## config.mk

```make
export PLATFORM = sky130hd
export DESIGN_NAME = multicycle_ctrl_flat
export DESIGN_NICKNAME = d
export VERILOG_FILES = /design/src/rtl/multicycle_ctrl_if.sv /design/src/rtl/multicycle_ctrl.sv /design/src/flat_wrapper.sv
export SDC_FILE = /design/constraint.sdc
export NUM_CORES = 1
export LEC_CHECK = 0
export BUFFER_PORTS_ARGS = -buffer_cell sky130_fd_sc_hd__buf_2
export CAP_MARGIN = 40
export CORE_MARGIN = 8
export CORE_UTILIZATION = 53
export CTS_CLUSTER_DIAMETER = 100
export DETAILED_ROUTE_END_ITERATION = 12
export PLACE_DENSITY_LB_ADDON = 0.05
export SLEW_MARGIN = 20
export SYNTH_ARGS = -nofsm -noshare
export SYNTH_HDL_FRONTEND = slang
export SYNTH_SLANG_ARGS = --single-unit
```

## constraint.sdc

```tcl
create_clock -name clk -period 3.3 [get_ports clk]
set_input_delay 0.165 -clock clk [delete_from_list [all_inputs] [get_ports clk]]
set_output_delay 0.165 -clock clk [all_outputs]
set_load 0.03 [all_outputs]
```

## src/rtl/multicycle_ctrl_if.sv

```systemverilog
// Control bundle between the multi-cycle core controller and its datapath/memory.
// The master modport is the controller side; the slave modport is the datapath side.
interface multicycle_ctrl_if;
  logic [6:0] opcode;
  logic       zero;
  logic       mem_ready;
  logic       pc_write;
  logic       ir_write;
  logic       adr_src;
  logic       mem_read;
  logic       mem_write;
  logic       reg_write;
  logic [1:0] alu_src_a;
  logic [1:0] alu_src_b;
  logic [1:0] alu_op;
  logic [1:0] result_src;
  logic       retire;
  logic       bus_err;
  logic       illegal;
  logic [3:0] state;

  modport master (
    input  opcode, zero, mem_ready,
    output pc_write, ir_write, adr_src, mem_read, mem_write, reg_write,
    output alu_src_a, alu_src_b, alu_op, result_src, retire, bus_err, illegal, state
  );

  modport slave (
    output opcode, zero, mem_ready,
    input  pc_write, ir_write, adr_src, mem_read, mem_write, reg_write,
    input  alu_src_a, alu_src_b, alu_op, result_src, retire, bus_err, illegal, state
  );
endinterface

```

## src/rtl/multicycle_ctrl.sv

```systemverilog
// Moore main control FSM for the multi-cycle RV32I core, with memory wait-timeout.
// Define ILLEGAL_TRAP_EN to trap unknown opcodes; otherwise they retire as NOPs.
module multicycle_ctrl #(
  parameter int WAIT_LIMIT = 16
) (
  input  logic              clk,
  input  logic              rst,
  multicycle_ctrl_if.master bus
);
  localparam int CNT_W = (WAIT_LIMIT > 1) ? $clog2(WAIT_LIMIT) : 1;
  localparam logic [CNT_W-1:0] LAST = CNT_W'((WAIT_LIMIT > 0) ? WAIT_LIMIT - 1 : 0);

  localparam logic [6:0] OP_R    = 7'b0110011;
  localparam logic [6:0] OP_I    = 7'b0010011;
  localparam logic [6:0] OP_LOAD = 7'b0000011;
  localparam logic [6:0] OP_STOR = 7'b0100011;
  localparam logic [6:0] OP_BR   = 7'b1100011;
  localparam logic [6:0] OP_JAL  = 7'b1101111;

  // Encoding is visible on the debug state port.
  typedef enum logic [3:0] {
    S_FETCH    = 4'd0,
    S_DECODE   = 4'd1,
    S_EXEC_R   = 4'd2,
    S_EXEC_I   = 4'd3,
    S_WB_ALU   = 4'd4,
    S_MEM_ADDR = 4'd5,
    S_MEM_RD   = 4'd6,
    S_WB_MEM   = 4'd7,
    S_MEM_WR   = 4'd8,
    S_BRANCH   = 4'd9,
    S_JAL      = 4'd10,
    S_TRAP     = 4'd11
  } state_t;

  state_t           r_state;
  state_t           w_state_next;
  logic [CNT_W-1:0] r_wait;
  logic             w_mem_state;
  logic             w_timeout;
  logic             w_wait_clr;
  logic             w_pc_write, w_ir_write, w_adr_src, w_mem_read, w_mem_write, w_reg_write;
  logic [1:0]       w_src_a, w_src_b, w_alu_op, w_result_src;
  logic             w_retire, w_bus_err;

  assign w_mem_state = (r_state == S_FETCH) || (r_state == S_MEM_RD) || (r_state == S_MEM_WR);
  assign w_timeout   = (WAIT_LIMIT > 0) && w_mem_state && !bus.mem_ready && (r_wait == LAST);
  // Re-entering FETCH after a fetch timeout must also restart the count.
  assign w_wait_clr  = (w_state_next != r_state) || w_timeout;

  always_ff @(posedge clk) begin
    if (rst) begin
      r_state <= S_FETCH;
      r_wait  <= '0;
    end else begin
      r_state <= w_state_next;
      if (w_wait_clr)
        r_wait <= '0;
      else if (w_mem_state && !bus.mem_ready)
        r_wait <= r_wait + CNT_W'(1);
    end
  end

  always_comb begin
    w_state_next = r_state;
    w_pc_write   = 1'b0;
    w_ir_write   = 1'b0;
    w_adr_src    = 1'b0;
    w_mem_read   = 1'b0;
    w_mem_write  = 1'b0;
    w_reg_write  = 1'b0;
    w_src_a      = 2'b00;
    w_src_b      = 2'b00;
    w_alu_op     = 2'b00;
    w_result_src = 2'b00;
    w_retire     = 1'b0;
    w_bus_err    = 1'b0;
    case (r_state)
      S_FETCH: begin
        w_mem_read   = 1'b1;
        w_src_b      = 2'b10;
        w_result_src = 2'b10;
        if (bus.mem_ready) begin
          w_ir_write   = 1'b1;
          w_pc_write   = 1'b1;
          w_state_next = S_DECODE;
        end else if (w_timeout) begin
          w_bus_err    = 1'b1;
          w_state_next = S_FETCH;
        end
      end
      S_DECODE: begin
        w_src_a = 2'b01;
        w_src_b = 2'b01;
        case (bus.opcode)
          OP_R:            w_state_next = S_EXEC_R;
          OP_I:            w_state_next = S_EXEC_I;
          OP_LOAD,OP_STOR: w_state_next = S_MEM_ADDR;
          OP_BR:           w_state_next = S_BRANCH;
          OP_JAL:          w_state_next = S_JAL;
          default: begin
`ifdef ILLEGAL_TRAP_EN
            w_state_next = S_TRAP;
`else
            w_state_next = S_FETCH;
            w_retire     = 1'b1;
`endif
          end
        endcase
      end
      S_EXEC_R: begin
        w_src_a      = 2'b10;
        w_alu_op     = 2'b10;
        w_state_next = S_WB_ALU;
      end
      S_EXEC_I: begin
        w_src_a      = 2'b10;
        w_src_b      = 2'b01;
        w_alu_op     = 2'b10;
        w_state_next = S_WB_ALU;
      end
      S_WB_ALU: begin
        w_reg_write  = 1'b1;
        w_retire     = 1'b1;
        w_state_next = S_FETCH;
      end
      S_MEM_ADDR: begin
        w_src_a      = 2'b10;
        w_src_b      = 2'b01;
        w_state_next = (bus.opcode == OP_LOAD) ? S_MEM_RD : S_MEM_WR;
      end
      S_MEM_RD: begin
        w_mem_read = 1'b1;
        w_adr_src  = 1'b1;
        if (bus.mem_ready) begin
          w_state_next = S_WB_MEM;
        end else if (w_timeout) begin
          w_bus_err    = 1'b1;
          w_state_next = S_FETCH;
        end
      end
      S_WB_MEM: begin
        w_result_src = 2'b01;
        w_reg_write  = 1'b1;
        w_retire     = 1'b1;
        w_state_next = S_FETCH;
      end
      S_MEM_WR: begin
        w_mem_write = 1'b1;
        w_adr_src   = 1'b1;
        if (bus.mem_ready) begin
          w_retire     = 1'b1;
          w_state_next = S_FETCH;
        end else if (w_timeout) begin
          w_bus_err    = 1'b1;
          w_state_next = S_FETCH;
        end
      end
      S_BRANCH: begin
        w_src_a      = 2'b10;
        w_alu_op     = 2'b01;
        w_pc_write   = bus.zero;
        w_retire     = 1'b1;
        w_state_next = S_FETCH;
      end
      S_JAL: begin
        w_src_a      = 2'b01;
        w_src_b      = 2'b10;
        w_pc_write   = 1'b1;
        w_state_next = S_WB_ALU;
      end
      S_TRAP: begin
`ifdef ILLEGAL_TRAP_EN
        w_state_next = S_TRAP;
`else
        w_state_next = S_FETCH;
`endif
      end
      default: w_state_next = S_FETCH;
    endcase
    // Reset silences every strobe and select regardless of state.
    if (rst) begin
      w_pc_write   = 1'b0;
      w_ir_write   = 1'b0;
      w_adr_src    = 1'b0;
      w_mem_read   = 1'b0;
      w_mem_write  = 1'b0;
      w_reg_write  = 1'b0;
      w_src_a      = 2'b00;
      w_src_b      = 2'b00;
      w_alu_op     = 2'b00;
      w_result_src = 2'b00;
      w_retire     = 1'b0;
      w_bus_err    = 1'b0;
    end
  end

`ifdef ILLEGAL_TRAP_EN
  logic r_illegal;
  always_ff @(posedge clk) begin
    if (rst)
      r_illegal <= 1'b0;
    else if (w_state_next == S_TRAP)
      r_illegal <= 1'b1;
  end
  assign bus.illegal = r_illegal;
`else
  assign bus.illegal = 1'b0;
`endif

  assign bus.pc_write   = w_pc_write;
  assign bus.ir_write   = w_ir_write;
  assign bus.adr_src    = w_adr_src;
  assign bus.mem_read   = w_mem_read;
  assign bus.mem_write  = w_mem_write;
  assign bus.reg_write  = w_reg_write;
  assign bus.alu_src_a  = w_src_a;
  assign bus.alu_src_b  = w_src_b;
  assign bus.alu_op     = w_alu_op;
  assign bus.result_src = w_result_src;
  assign bus.retire     = w_retire;
  assign bus.bus_err    = w_bus_err;
  assign bus.state      = r_state;
endmodule

```

## src/flat_wrapper.sv

```systemverilog
// flat-port wrapper written by rule: the top's interface ports become plain ports
module multicycle_ctrl_flat 
#(
  parameter int WAIT_LIMIT = 16
)
  (clk, rst, bus_opcode, bus_zero, bus_mem_ready, bus_pc_write, bus_ir_write, bus_adr_src, bus_mem_read, bus_mem_write, bus_reg_write, bus_alu_src_a, bus_alu_src_b, bus_alu_op, bus_result_src, bus_retire, bus_bus_err, bus_illegal, bus_state);
  multicycle_ctrl_if bus_i ();
  input  logic clk;
  input  logic rst;
  input wire logic [$bits(bus_i.opcode)-1:0] bus_opcode;
  input wire logic [$bits(bus_i.zero)-1:0] bus_zero;
  input wire logic [$bits(bus_i.mem_ready)-1:0] bus_mem_ready;
  output wire logic [$bits(bus_i.pc_write)-1:0] bus_pc_write;
  output wire logic [$bits(bus_i.ir_write)-1:0] bus_ir_write;
  output wire logic [$bits(bus_i.adr_src)-1:0] bus_adr_src;
  output wire logic [$bits(bus_i.mem_read)-1:0] bus_mem_read;
  output wire logic [$bits(bus_i.mem_write)-1:0] bus_mem_write;
  output wire logic [$bits(bus_i.reg_write)-1:0] bus_reg_write;
  output wire logic [$bits(bus_i.alu_src_a)-1:0] bus_alu_src_a;
  output wire logic [$bits(bus_i.alu_src_b)-1:0] bus_alu_src_b;
  output wire logic [$bits(bus_i.alu_op)-1:0] bus_alu_op;
  output wire logic [$bits(bus_i.result_src)-1:0] bus_result_src;
  output wire logic [$bits(bus_i.retire)-1:0] bus_retire;
  output wire logic [$bits(bus_i.bus_err)-1:0] bus_bus_err;
  output wire logic [$bits(bus_i.illegal)-1:0] bus_illegal;
  output wire logic [$bits(bus_i.state)-1:0] bus_state;
  assign bus_i.opcode = bus_opcode;
  assign bus_i.zero = bus_zero;
  assign bus_i.mem_ready = bus_mem_ready;
  assign bus_pc_write = bus_i.pc_write;
  assign bus_ir_write = bus_i.ir_write;
  assign bus_adr_src = bus_i.adr_src;
  assign bus_mem_read = bus_i.mem_read;
  assign bus_mem_write = bus_i.mem_write;
  assign bus_reg_write = bus_i.reg_write;
  assign bus_alu_src_a = bus_i.alu_src_a;
  assign bus_alu_src_b = bus_i.alu_src_b;
  assign bus_alu_op = bus_i.alu_op;
  assign bus_result_src = bus_i.result_src;
  assign bus_retire = bus_i.retire;
  assign bus_bus_err = bus_i.bus_err;
  assign bus_illegal = bus_i.illegal;
  assign bus_state = bus_i.state;
  multicycle_ctrl #(.WAIT_LIMIT(WAIT_LIMIT)) u_core (.clk(clk), .rst(rst), .bus(bus_i));
endmodule
```

==> impl_metrics.tcl <==
set metrics [dict create \
    status "complete, no violations" \
    dieArea_um2 3380 \
    syn2layout_area_growth_pct 12.3 \
    min_period_over_period 0.623 \
    hold_class "input port to flip-flop" \
    hp-start "rst" \
    cts.sinks 8 \
    wl_per_cell_um 15.3 \
    route.detailed.drc 0 \
    irDropWorstVdd_mv 0.316 \
    worstPathRequired_ps 3130 \
    whs_endpoint "u_core.bus.state[2]$_SDFF_PP0_" \
    netlist_instances 129 \
    fillers 170 \
    antenna_found_initial 0 \
    n_antenna_cell 0 \
    ff2ff_path_depth 4 \
    drt_iter0_drc 30 \
    yosys_most_used_dff "dfxtp_1" \
    grt_pass1_wl_um 4350 \
    start_util 0.556 \
    ant_nets 0 \
    critPathLaunchType "flip-flop" \
    die-width_um 58.1 \
    dp_hpwl_um 1920 \
    cts_max_level 1 \
    cts-buffers-inserted 3 \
    powerDensity_nw_per_um2 233 \
    ys.warnings.count 0 \
    ff2ff_setup_slack_ps 1320 \
    min_period_ps 2060 \
    grt_setup_unrepaired "no" \
    fin_worst_skew_ps 4.88 \
    crit_start "u_core.bus.state[2]$_SDFF_PP0_" \
    overflow 0 \
    finalSetupTns_ps 0 \
    synth_area_um2 940 \
    crit_type "flip-flop to primary output" \
    cts_tree "yes" \
    holdPathStages 2 \
    nNetsFinal 165 \
    endpoint_kind "primary output" \
    grt_usage 0.156 \
    vias 1049 \
    insertion_delay_ps 250 \
    viasPerCell 6.24 \
    root_buffer "clkbuf_4" \
    hold_viol_final 0 \
    port_buffers 30 \
    synth-seq-cells 8 \
    gp_congestion 0.851 \
    tightest_slew_ps 716 \
    cts_resized 0 \
    clk_pin_slew_ps 50 \
    leakagePower_nw 0.466 \
    syn_area_per_cell_um2 7.28 \
    layout-drive-gt1-share 0.238 \
    post-cts-setup-buffers 0 \
    finalWirelength_um 2570 \
    row_count 15 \
    synth_edf_count 0 \
    rr_startpoint "u_core.bus.state[1]$_SDFF_PP0_" \
    clockBufferDepth 2 \
    cap_viol_max_count 0 \
    syn_nets 141 \
    ys_types 39 \
    synthArstFlopShare 0 \
    fmax_mhz 486 \
    core_area_um2 1690 \
    crit_arrival_ps 1890 \
    dp.cells 165 \
    reg2reg_to "u_core.r_wait[3]$_SDFFE_PP0P_" \
    die_h_um 58.1 \
    first_pass_iters 4 \
    critPathMaxFanout 16 \
    relSlewSlack 0.522 \
    setup-violations-final 0 \
    pin_count 32 \
    grt_start_max_net_pins 24 \
    grt_pass1_vias 967 \
    postCtsHoldBufs 0 \
    synth_seq_area_share 0.170 \
    fin_cells 168 \
    maxSlewViolCount 0 \
]
==> kinds of logic (layout without fill, tap and decap cells) <==
| kind of cell | count (synthesis) | after routing | synth area share |
|---|---|---|---|
| and+or+nand+nor | 65 | 65 | 0.410 |
| AOI/OAI and AO/OA | 36 | 36 | 0.250 |
| buffers and inverters | 11 | 33 | 0.0839 |
| DFF | 8 | 8 | 0.170 |
| xor gates and xnor gates | 5 | 5 | 0.0466 |
| muxes | 2 | 2 | 0.0213 |
| adders and majority gates | 1 | 1 | 0.0133 |
| other | 1 | 1 | 0.00399 |
==> cell type report <==
class	instances	area, um^2	area share
clock buffer	3	22.5	0.0214
tap	17	21.3	0.0202
timing repair buffer	30	150	0.142
multi-input combinational	110	701	0.664
sequential	8	160	0.152
==> state kept, by name, summed over array words and instances (netlist names) <==
signal / count
u_core.bus.state: 4
u_core.r_wait: 4
==> cells in the mapped netlist (2+ instances only) <==
| library cell | count | share of area |
|---|---|---|
| buf_4 | 2 | 0.016 |
| clkbuf_1 | 6 | 0.024 |
| nor2b_1 | 5 | 0.033 |
| o21ai_0 | 10 | 0.053 |
| nand2_1 | 7 | 0.028 |
| and3_1 | 2 | 0.013 |
| clkbuf_8 | 3 | 0.044 |
| a211oi_1 | 2 | 0.016 |
| nand3_1 | 3 | 0.016 |
| nor4_1 | 7 | 0.047 |
| o21bai_1 | 2 | 0.016 |
| and2_1 | 3 | 0.020 |
| mux2i_1 | 2 | 0.021 |
| nor3_1 | 10 | 0.053 |
| o2111ai_1 | 2 | 0.019 |
| and3b_1 | 2 | 0.019 |
| o211ai_1 | 4 | 0.032 |
| dfxtp_1 | 8 | 0.17 |
| nor2_1 | 13 | 0.052 |
| a21oi_1 | 9 | 0.048 |
| xor2_1 | 4 | 0.037 |
| nor4b_1 | 2 | 0.019 |
| nand2b_1 | 5 | 0.033 |
==> per-stage QoR <==
| stage | power, W | hold slack (ps) | setup slack (ps) | util | area, um^2 |
|---|---|---|---|---|---|
| 3_3_place_gp | 0.000175 | 540 | 1410 | 0.611 | 1030 |
| 4_1_cts | 0.000248 | 284 | 1220 | 0.624 | 1050 |
| 5_1_grt | 0.000260 | 327 | 1120 | 0.624 | 1050 |
| 6_report | 0.000246 | 289 | 1240 | 0.624 | 1050 |
| 2_1_floorplan | 0.000155 | 351 | 892 | - | 940 |
| 3_5_place_dp | 0.000176 | 544 | 1350 | 0.611 | 1030 |
==> cell usage in the layout, fill, tap and decap left out, types with 2 or more instances in the layout <==
| master | instances |
|---|---|
| a211oi_1 | 2 |
| a21oi_1 | 9 |
| and2_1 | 3 |
| and3_1 | 2 |
| and3b_1 | 2 |
| buf_2 | 30 |
| clkbuf_4 | 3 |
| dfxtp_1 | 8 |
| mux2i_1 | 2 |
| nand2_1 | 7 |
| nand2b_1 | 5 |
| nand3_1 | 3 |
| nor2_1 | 13 |
| nor2b_1 | 5 |
| nor3_1 | 10 |
| nor4_1 | 7 |
| nor4b_1 | 2 |
| o2111ai_1 | 2 |
| o211ai_1 | 4 |
| o21ai_0 | 10 |
| o21bai_1 | 2 |
| xor2_1 | 4 |
==> critical path, stage by stage, from the launching register on <==
cell	delay, ps
dfxtp_1	660
nor2b_1	380
nand2_1	90
nor3_1	210
a21o_1	110
buf_2	180
==> power by group <==
part	switching (W)	internal, W
clock network	0.0000299	0.0000414
logic	0.0000455	0.0000252
registers	0.00000538	0.0000984
total	0.0000807	0.000165
==> how the worst max path moves through the flow <==
stage,cells past startpoint,end,slack [ps]
floorplan,4,bus_ir_write,890
global placement,4,u_core.r_wait[2]$_SDFFE_PP0P_,1410
detailed placement,4,u_core.r_wait[3]$_SDFFE_PP0P_,1350
CTS,5,bus_retire,1220
global route,4,u_core.r_wait[1]$_SDFFE_PP0P_,1120
finish,5,bus_retire,1240
==> layer usage <==
metal / track usage / share of wire / vias to the layer above
met5: 0 / 0 / -
met4: 0.0140 / 0 / 0
met3: 0.0530 / 0.086 / 0
met2: 0.261 / 0.47 / 36
met1: 0.195 / 0.45 / 486
li1: - / - / 527
(Power assumes the default switching activity.)
